File: config.mk
export PLATFORM = sky130hd
export DESIGN_NAME = redmule_mx_decoder_flat
export DESIGN_NICKNAME = d
export VERILOG_FILES = /design/src/rtl/redmule_mx_decoder_if.sv /design/src/rtl/redmule_mx_decoder.sv /design/src/flat_wrapper.sv
export SDC_FILE = /design/constraint.sdc
export NUM_CORES = 1
export LEC_CHECK = 0
export ABC_AREA = 1
export BUFFER_PORTS_ARGS = -buffer_cell sky130_fd_sc_hd__buf_4
export CAP_MARGIN = 30
export CELL_PAD_IN_SITES_DETAIL_PLACEMENT = 0
export CELL_PAD_IN_SITES_GLOBAL_PLACEMENT = 1
export CORE_MARGIN = 2
export CORE_UTILIZATION = 30
export CTS_BUF_LIST = sky130_fd_sc_hd__clkbuf_4
export DETAILED_ROUTE_END_ITERATION = 8
export HOLD_SLACK_MARGIN = 0.06
export PLACE_DENSITY = 0.71
export SLEW_MARGIN = 10
export SYNTH_ARGS = -nofsm -noshare
export SYNTH_HDL_FRONTEND = slang
export SYNTH_SLANG_ARGS = --single-unit
File: constraint.sdc
create_clock -name clk_i -period 7.6 [get_ports clk_i]
set_input_delay 1.9 -clock clk_i [delete_from_list [all_inputs] [get_ports clk_i]]
set_output_delay 1.9 -clock clk_i [all_outputs]
set_load 0.01 [all_outputs]
File: src/rtl/redmule_mx_decoder_if.sv
// Handshake bundle for the MX (E4M3 + E8M0) to FP16 decoder.
// The slave modport is the decoder side; the master modport is its environment.
interface redmule_mx_decoder_if #(
    parameter int DATA_W    = 256,
    parameter int BITW      = 16,
    parameter int NUM_LANES = 8
);
    logic                      mx_val_valid_i;
    logic                      mx_val_ready_o;
    logic [DATA_W-1:0]         mx_val_data_i;
    logic                      mx_exp_valid_i;
    logic                      mx_exp_ready_o;
    logic [7:0]                mx_exp_data_i;
    logic                      fp16_valid_o;
    logic                      fp16_ready_i;
    logic [NUM_LANES*BITW-1:0] fp16_data_o;
    logic                      busy_o;

    modport slave (
        input  mx_val_valid_i, mx_val_data_i, mx_exp_valid_i, mx_exp_data_i, fp16_ready_i,
        output mx_val_ready_o, mx_exp_ready_o, fp16_valid_o, fp16_data_o, busy_o
    );

    modport master (
        output mx_val_valid_i, mx_val_data_i, mx_exp_valid_i, mx_exp_data_i, fp16_ready_i,
        input  mx_val_ready_o, mx_exp_ready_o, fp16_valid_o, fp16_data_o, busy_o
    );
endinterface

File: src/rtl/redmule_mx_decoder.sv
// Decodes a block of E4M3 elements with a shared E8M0 exponent into FP16 beats of NUM_LANES lanes.
// Define REDMULE_MX_DEC_BACK_TO_BACK_EN to accept the next block on the last beat (no bubble).
module redmule_mx_decoder #(
    parameter int DATA_W    = 256,
    parameter int BITW      = 16,
    parameter int NUM_LANES = 8
) (
    input  logic                 clk_i,
    input  logic                 rst_i,
    redmule_mx_decoder_if.slave  bus
);
    localparam int NUM_ELEMS  = DATA_W / 8;
    localparam int NUM_GROUPS = NUM_ELEMS / NUM_LANES;
    localparam int IDX_W      = (NUM_GROUPS > 1) ? $clog2(NUM_GROUPS) : 1;
    localparam int GRP_W      = NUM_LANES * 8;

    typedef enum logic {IDLE, EMIT} state_t;

    state_t            state_q;
    logic [IDX_W-1:0]  group_idx_q;
    logic [DATA_W-1:0] blk_q;
    logic [7:0]        shexp_q;

    logic                      last_beat;
    logic                      accept_win;
    logic                      xfer;
    logic [GRP_W-1:0]          grp_w [NUM_GROUPS];
    logic [GRP_W-1:0]          sel_grp;
    logic [NUM_LANES*BITW-1:0] lanes_w;

    // Exact E4M3 -> FP16 conversion; the 3-bit mantissa fits the 10-bit field without rounding.
    function automatic logic [15:0] decode(input logic [7:0] el, input logic [7:0] sh);
        logic              s;
        logic [3:0]        e8;
        logic [2:0]        m8;
        logic signed [9:0] e16;
        logic [15:0]       res;
        s   = el[7];
        e8  = el[6:3];
        m8  = el[2:0];
        e16 = $signed({6'b0, e8}) + $signed({2'b0, sh}) - 10'sd119;
        if (sh == 8'hFF)          res = 16'h7E00;
        else if (e8 == 4'd0)      res = {s, 15'b0};
        else if (e8 == 4'd15)     res = (m8 == 3'd0) ? {s, 5'h1F, 10'h000} : {s, 5'h1F, 10'h200};
        else if (e16 <= 10'sd0)   res = {s, 15'b0};
        else if (e16 >= 10'sd31)  res = {s, 5'h1E, 10'h3FF};
        else                      res = {s, e16[4:0], m8, 7'b0};
        return res;
    endfunction

    assign last_beat = (group_idx_q == IDX_W'(NUM_GROUPS - 1));

`ifdef REDMULE_MX_DEC_BACK_TO_BACK_EN
    assign accept_win = (state_q == IDLE) ||
                        ((state_q == EMIT) && last_beat && bus.fp16_ready_i);
`else
    assign accept_win = (state_q == IDLE);
`endif

    // Each channel's ready waits on the other's valid so both always transfer together.
    assign bus.mx_val_ready_o = !rst_i && accept_win && bus.mx_exp_valid_i;
    assign bus.mx_exp_ready_o = !rst_i && accept_win && bus.mx_val_valid_i;
    assign xfer               = bus.mx_val_valid_i && bus.mx_val_ready_o;

    always_ff @(posedge clk_i) begin
        if (rst_i) begin
            state_q     <= IDLE;
            group_idx_q <= '0;
            blk_q       <= '0;
            shexp_q     <= '0;
        end else begin
            case (state_q)
                IDLE: begin
                    if (xfer) begin
                        blk_q       <= bus.mx_val_data_i;
                        shexp_q     <= bus.mx_exp_data_i;
                        group_idx_q <= '0;
                        state_q     <= EMIT;
                    end
                end
                EMIT: begin
                    if (bus.fp16_ready_i) begin
                        if (!last_beat) begin
                            group_idx_q <= group_idx_q + IDX_W'(1);
                        end else if (xfer) begin
                            blk_q       <= bus.mx_val_data_i;
                            shexp_q     <= bus.mx_exp_data_i;
                            group_idx_q <= '0;
                        end else begin
                            group_idx_q <= '0;
                            state_q     <= IDLE;
                        end
                    end
                end
                default: state_q <= IDLE;
            endcase
        end
    end

    for (genvar gi = 0; gi < NUM_GROUPS; gi++) begin : g_grp
        assign grp_w[gi] = blk_q[gi*GRP_W +: GRP_W];
    end

    if (NUM_GROUPS > 1) begin : g_sel_multi
        assign sel_grp = grp_w[group_idx_q];
    end else begin : g_sel_single
        assign sel_grp = grp_w[0];
    end

    for (genvar gi = 0; gi < NUM_LANES; gi++) begin : g_lane
        assign lanes_w[gi*BITW +: BITW] = BITW'(decode(sel_grp[gi*8 +: 8], shexp_q));
    end

    assign bus.fp16_valid_o = (state_q == EMIT);
    assign bus.busy_o       = (state_q == EMIT);
    assign bus.fp16_data_o  = (state_q == EMIT) ? lanes_w : '0;
endmodule

File: src/flat_wrapper.sv
// flat-port wrapper written by rule: the top's interface ports become plain ports
module redmule_mx_decoder_flat 
#(
    parameter int DATA_W    = 256,
    parameter int BITW      = 16,
    parameter int NUM_LANES = 8
)
  (clk_i, rst_i, bus_mx_val_valid_i, bus_mx_val_data_i, bus_mx_exp_valid_i, bus_mx_exp_data_i, bus_fp16_ready_i, bus_mx_val_ready_o, bus_mx_exp_ready_o, bus_fp16_valid_o, bus_fp16_data_o, bus_busy_o);
  redmule_mx_decoder_if #(.DATA_W(DATA_W), .BITW(BITW), .NUM_LANES(NUM_LANES)) bus_i ();
  input  logic clk_i;
  input  logic rst_i;
  input wire logic [$bits(bus_i.mx_val_valid_i)-1:0] bus_mx_val_valid_i;
  input wire logic [$bits(bus_i.mx_val_data_i)-1:0] bus_mx_val_data_i;
  input wire logic [$bits(bus_i.mx_exp_valid_i)-1:0] bus_mx_exp_valid_i;
  input wire logic [$bits(bus_i.mx_exp_data_i)-1:0] bus_mx_exp_data_i;
  input wire logic [$bits(bus_i.fp16_ready_i)-1:0] bus_fp16_ready_i;
  output wire logic [$bits(bus_i.mx_val_ready_o)-1:0] bus_mx_val_ready_o;
  output wire logic [$bits(bus_i.mx_exp_ready_o)-1:0] bus_mx_exp_ready_o;
  output wire logic [$bits(bus_i.fp16_valid_o)-1:0] bus_fp16_valid_o;
  output wire logic [$bits(bus_i.fp16_data_o)-1:0] bus_fp16_data_o;
  output wire logic [$bits(bus_i.busy_o)-1:0] bus_busy_o;
  assign bus_i.mx_val_valid_i = bus_mx_val_valid_i;
  assign bus_i.mx_val_data_i = bus_mx_val_data_i;
  assign bus_i.mx_exp_valid_i = bus_mx_exp_valid_i;
  assign bus_i.mx_exp_data_i = bus_mx_exp_data_i;
  assign bus_i.fp16_ready_i = bus_fp16_ready_i;
  assign bus_mx_val_ready_o = bus_i.mx_val_ready_o;
  assign bus_mx_exp_ready_o = bus_i.mx_exp_ready_o;
  assign bus_fp16_valid_o = bus_i.fp16_valid_o;
  assign bus_fp16_data_o = bus_i.fp16_data_o;
  assign bus_busy_o = bus_i.busy_o;
  redmule_mx_decoder #(.DATA_W(DATA_W), .BITW(BITW), .NUM_LANES(NUM_LANES)) u_core (.clk_i(clk_i), .rst_i(rst_i), .bus(bus_i));
endmodule
Word-level counts from Yosys, hierarchy flattened
Cells that the tools add are included.

Reductions and logical operators: 23. Eq/ne operators: 13. Order comparisons: 17. Multipliers: 0. Shift operators: 0. Divide/modulo/power cells: 0. Add/sub/neg operators: 17. Multiplexer cells: 68. Bitwise logic cells: 2.

Operators by type and width (number): $mux 256 (3); $pmux 256 s2 (1); $mux 15 (32); $bmux 64 s2 (1); $mux 128 (1); $mux 16 (8); $mux 64 (2); $ge 10x6->1 const B (8); $le 10x1->1 const B (8); $mux 10 (8); $sub 10x8->10 const B (8); $add 4x8->9 (8); $eq 4x4->1 const B (8); $logic_not 4->1 (8); $logic_not 3->1 (8); $mux 8 (3); $pmux 8 s2 (1); $eq 8x8->1 const B (1); $mux 2 (3); $ne 2x2->1 const B (3); $logic_and 1x1->1 (4); $pmux 2 s2 (1); $reduce_and 2->1 (2); $ge 3x3->1 const B (1); other kinds (7) (9).

Output and inout port bits: 132. Bits in registers: 267. Memories kept: 0. Bits in read-only memories: 0. Latch bits: 0. Bits of input ports: 269. Memory bits (writable): 0.

Depth between registers and ports, before layout
Word-level depth: 13. Gate-level depth with buffers: 27. Mapped depth without buffers: 26.

Least setup slack after synthesis
Ideal clock, no wire load.

Kind: register to output. From: reg u_core.group_idx_q[0]. To: out bus_fp16_data_o[33]. Buffers on the path: 3. Stages on the path, launching flop included: 19. Data arrival time: 3.542 ns. Path slack: 2.158 ns. Cell sequence: dfxtp_1 > clkbuf_1 > clkbuf_1 > o21ai_0 > nand2_1 > inv_1 > ha_1 > fa_1 > xor2_1 > nand3_1 > nand3_1 > nand3_1 > o21bai_1 > a21o_1 > o21ai_1 > nand2_1 > nand4_1 > nor2_1 > buf_4.

Cells in the longest elaborated chain, start to end: 13.

RTL lines: from (decl) (line redmule_mx_decoder.sv:20) `logic [IDX_W-1:0] group_idx_q;`; from (signal assigned) (line redmule_mx_decoder.sv:84) `group_idx_q <= group_idx_q + IDX_W'(1);`; $not 2->3 (not written as such) * (line redmule_mx_decoder.sv:105) `assign sel_grp = grp_w[group_idx_q];`; $bmux 64 s2 * (line redmule_mx_decoder.sv:105); $mux 64 (not written as such) * (2 in series) (line redmule_mx_decoder.sv:105); $add 4x8->9 (line redmule_mx_decoder.sv:41) `e16 = $signed({6'b0, e8}) + $signed({2'b0, sh}) - 10'sd119;`; $sub 10x8->10 (line redmule_mx_decoder.sv:41); $ge 10x6->1 (line redmule_mx_decoder.sv:46) `else if (e16 >= 10'sd31) res = {s, 5'h1E, 10'h3FF};`; $mux 15 (line redmule_mx_decoder.sv:46); $mux 15 (line redmule_mx_decoder.sv:45) `else if (e16 <= 10'sd0) res = {s, 15'b0};`; $mux 15 (line redmule_mx_decoder.sv:44) `else if (e8 == 4'd15) res = (m8 == 3'd0) ? {s, 5'h1F, 10'h000} : {s, 5'h1F, 10'h200};`; $mux 15 * (line redmule_mx_decoder.sv:43) `else if (e8 == 4'd0) res = {s, 15'b0};`; $mux 16 * (line redmule_mx_decoder.sv:42) `if (sh == 8'hFF) res = 16'h7E00;`; $mux 128 * (line redmule_mx_decoder.sv:116) `assign bus.fp16_data_o = (state_q == EMIT) ? lanes_w : '0;`; to (decl) (line flat_wrapper.sv:20) `output wire logic [$bits(bus_i.fp16_data_o)-1:0] bus_fp16_data_o;`.

Every way passes the cells marked *; elsewhere a longest branch is shown, timed or not. The select of a mux whose other input is x is not followed.

Worst setup path after layout
From: reg u_core.group_idx_q[1]. To: out bus_fp16_data_o[97].

The elaborated chain is that of the path after synthesis.

==> out/summary.txt <==
Final net count: 3233
Placement Cell Area: 20000 µm²
Row count: 86
Hold_sp: u_core.blk_q[44]
Mapped Area: 16800 µm²
Mapped Nets: 2948
Hold Crit Class: reg -> reg
Crit path buf inv count: 3
FF-to-FF path depth: 5
Hold slack final: 0.446 ns
Layout Skew: 0.0427 ns
H-tree depth: 3
Main synth FF type: dfxtp_1
Worst-Skew Late Latency: 0.77 ns
Synth-to-Final Area Change: 24.8%
Remaining DRCs: 0
Die area: 57900 µm²
Design area: 21000 µm²
Cell variety after synth: 47
Share of layout cells above drive strength 1: 20.1%
Seq/Total Area, Yosys: 31.8%
I/O pin count: 401
Clk Tree Root Cell: clkbuf_4
GRT overflow: 0
Ys async rst share: 0%
Height of the chip: 241 µm
Status: complete, no violations
FF-to-FF Start: u_core.bus.busy_o
Crit path launch: u_core.group_idx_q[1]
Slew margin rel.: 38.3%
Critical R2R Capture: u_core.blk_q[3]
Leading cell types in the layout, fill and taps excluded: nand2_1, a21oi_1, buf_4, nand3_1, dfxtp_1
Synthesized area per cell: 6.41 µm²
Hold Path Stages: 2
Final Hold Vio Count: 0
Layout Cells excl Fill: 3710
CTS resizes: 0
Post-CTS repair timing setup buffer count: 0
Worst setup EP type: output port
Worst path most repeated cell: nand2_1
RSZ-0062 raised after global routing: false
Minimum clock period: 7.19 ns
Worst EP required: 5.70 ns
DP Wirelength: 51.6 mm
Fmax: 139 MHz
Initial antenna violation count: 9
Synth Register Bits: 267
Initial DRC count: 1304
TritonCTS clock tree: yes
Avg WL per Cell: 18.7 µm
Period Utilization, post-route: 94.6%
Gate Count Post-Synth: 2622
VDD IR-drop max: 0.0830 mV
Final WL: 69.4 mm
DR pass1 iterations: 5
CTS Hold Bufs: 0
Worst path max stage delay: 0.70 ns
Leak: 9.05 nW
Vias: 18700
Dpl cells: 3576
Largest net degree at the start of global routing: 180
CP cell instances: buf_4 -> nand3_1 -> nand2_1 -> inv_1 -> fa_1 -> xor2_2 -> nand3_1 -> nand3_1 -> nand2_1 -> nor2_1 -> nand2_1 -> nand2_1 -> nand2_1 -> nand3_1 -> nand2_2 -> nand2_1 -> nand4_1 -> nor2_1 -> buf_4
Startpoint Class: flip-flop
Final setup violation count: 0
Placer congestion estimate: 0.881
Commonest non-fill, non-tap cell in the layout: nand2_1
Global-route wire length before repair: 103 mm
PortBufs: 400
Yosys warns: 0
Clk slew on worst S/H paths: 0.08 ns
Total Routing Usage GR: 23.2%
Clk sink count: 267
CP max stage cell: dfxtp_4
Slew @ Worst Pin: 0.926 ns
Core area: 55200 µm²
Vias in the first global route: 17400
Number of enable flip-flop cells after synthesis: 0
CTS buffer count: 76
Initial Utilization: 30.4%
Max Slew Vio Count: 0
Vias per std cell: 5.03
Crit-path max FO: 50
Final TNS setup: 0 ns
PD cells: 177 nW/µm²
Antenna-violating nets left: 0
WP data arrival: 5.29 ns
Finished Core Util: 38.0%
Die W: 241 µm
Number of max-cap violations: 0
R2r setup slk: 4.96 ns
Clk buf depth: 3
Hold endpoint: u_core.blk_q[44]
Class of the most critical setup path: reg -> out
CP top delay family: simple AND/OR/NAND/NOR gates
layout make-up:
type | count | area, µm²
clock buffer | 113 | 848
multi-input combinational | 1920 | 9610
sequential | 267 | 5350
inverter | 219 | 822
clock inverter | 13 | 120
timing repair buffer | 423 | 3260
antenna | 7 | 17.5
fill | 5983 | 34200
tap | 748 | 936
cell usage after synthesis (2+ instances only):
master | n | area share [%]
nor3_1 | 4 | 0.12
xor2_4 | 2 | 0.33
nor3b_1 | 4 | 0.18
o21ai_2 | 2 | 0.10
nand3b_1 | 3 | 0.13
nor4_1 | 14 | 0.52
ha_1 | 49 | 3.6
a21o_1 | 3 | 0.13
a32oi_1 | 2 | 0.10
nor2_1 | 84 | 1.9
nor2_2 | 3 | 0.11
o21ai_1 | 9 | 0.27
o21bai_1 | 6 | 0.27
buf_6 | 2 | 0.13
dfxtp_1 | 267 | 32
nand2_1 | 657 | 15
nand3_1 | 327 | 9.7
o22ai_1 | 9 | 0.34
a211oi_1 | 2 | 0.089
a31oi_1 | 5 | 0.19
a41oi_1 | 4 | 0.21
nand4_1 | 30 | 1.1
inv_1 | 199 | 4.4
or2_2 | 3 | 0.11
xor2_1 | 16 | 0.83
nand2_2 | 9 | 0.34
buf_2 | 10 | 0.30
a21oi_1 | 432 | 13
xnor2_1 | 16 | 0.83
inv_2 | 16 | 0.36
clkbuf_1 | 147 | 3.3
o21ai_0 | 195 | 5.8
or2_1 | 3 | 0.11
fa_1 | 8 | 0.95
buf_4 | 52 | 2.3
buf_1 | 5 | 0.11
and2_1 | 6 | 0.22
xor2_2 | 5 | 0.48
clkinv_1 | 4 | 0.089
metal layers:
metal  GRT usage, %  share of wire (%)
met1           34.6                 49
met2           34.4                 43
met3           3.40                6.3
met4           6.85                1.4
met5              0              0.019
kinds of logic after synthesis:
family          count (synthesis)  share of synthesized area, %
simple gates                 1152                          29.5
xor+xnor                       39                          2.48
fa+ha+maj                      57                          4.60
flops                         267                          31.8
compound gates                672                          20.5
buf+inv                       435                          11.0
stage by stage:
step	worst slack, ns	total power, W
global placement	1.41	0.00233
global route	0.0128	0.00392
floorplan	2.16	0.00201
CTS	0.408	0.00375
detailed placement	1.32	0.00233
finish	0.408	0.00371
worst register-to-register path, stage by stage, from the launching register on:
cell and delay [ns]:
dfxtp_1 0.59, nor3b_1 0.18, nand2_4 0.47, buf_4 0.85
o21ai_0 0.31, a21oi_1 0.17
registers in the layout, indices dropped and copies added (netlist names):
register / cells
u_core.group_idx_q: 2
u_core.blk_q: 256
u_core.bus.busy_o: 1
u_core.shexp_q: 8
how the worst max path moves through the flow:
stage	to	slack (ns)	cells past startpoint
floorplan	bus_fp16_data_o[33]	2.16	18
global placement	bus_fp16_data_o[100]	1.41	19
detailed placement	bus_fp16_data_o[96]	1.32	19
CTS	bus_fp16_data_o[96]	0.41	19
global route	bus_fp16_data_o[96]	0.01	20
finish	bus_fp16_data_o[97]	0.41	19
power breakdown:
group,leakage (nW),total [W],internal [W],switching (W)
Sequential,2.18,0.00150,0.00146,0.0000406
Clock,0.575,0.00139,0.000744,0.000647
Combinational,6.30,0.000818,0.000294,0.000524
No activity file was read; power rests on OpenSTA's default activity.
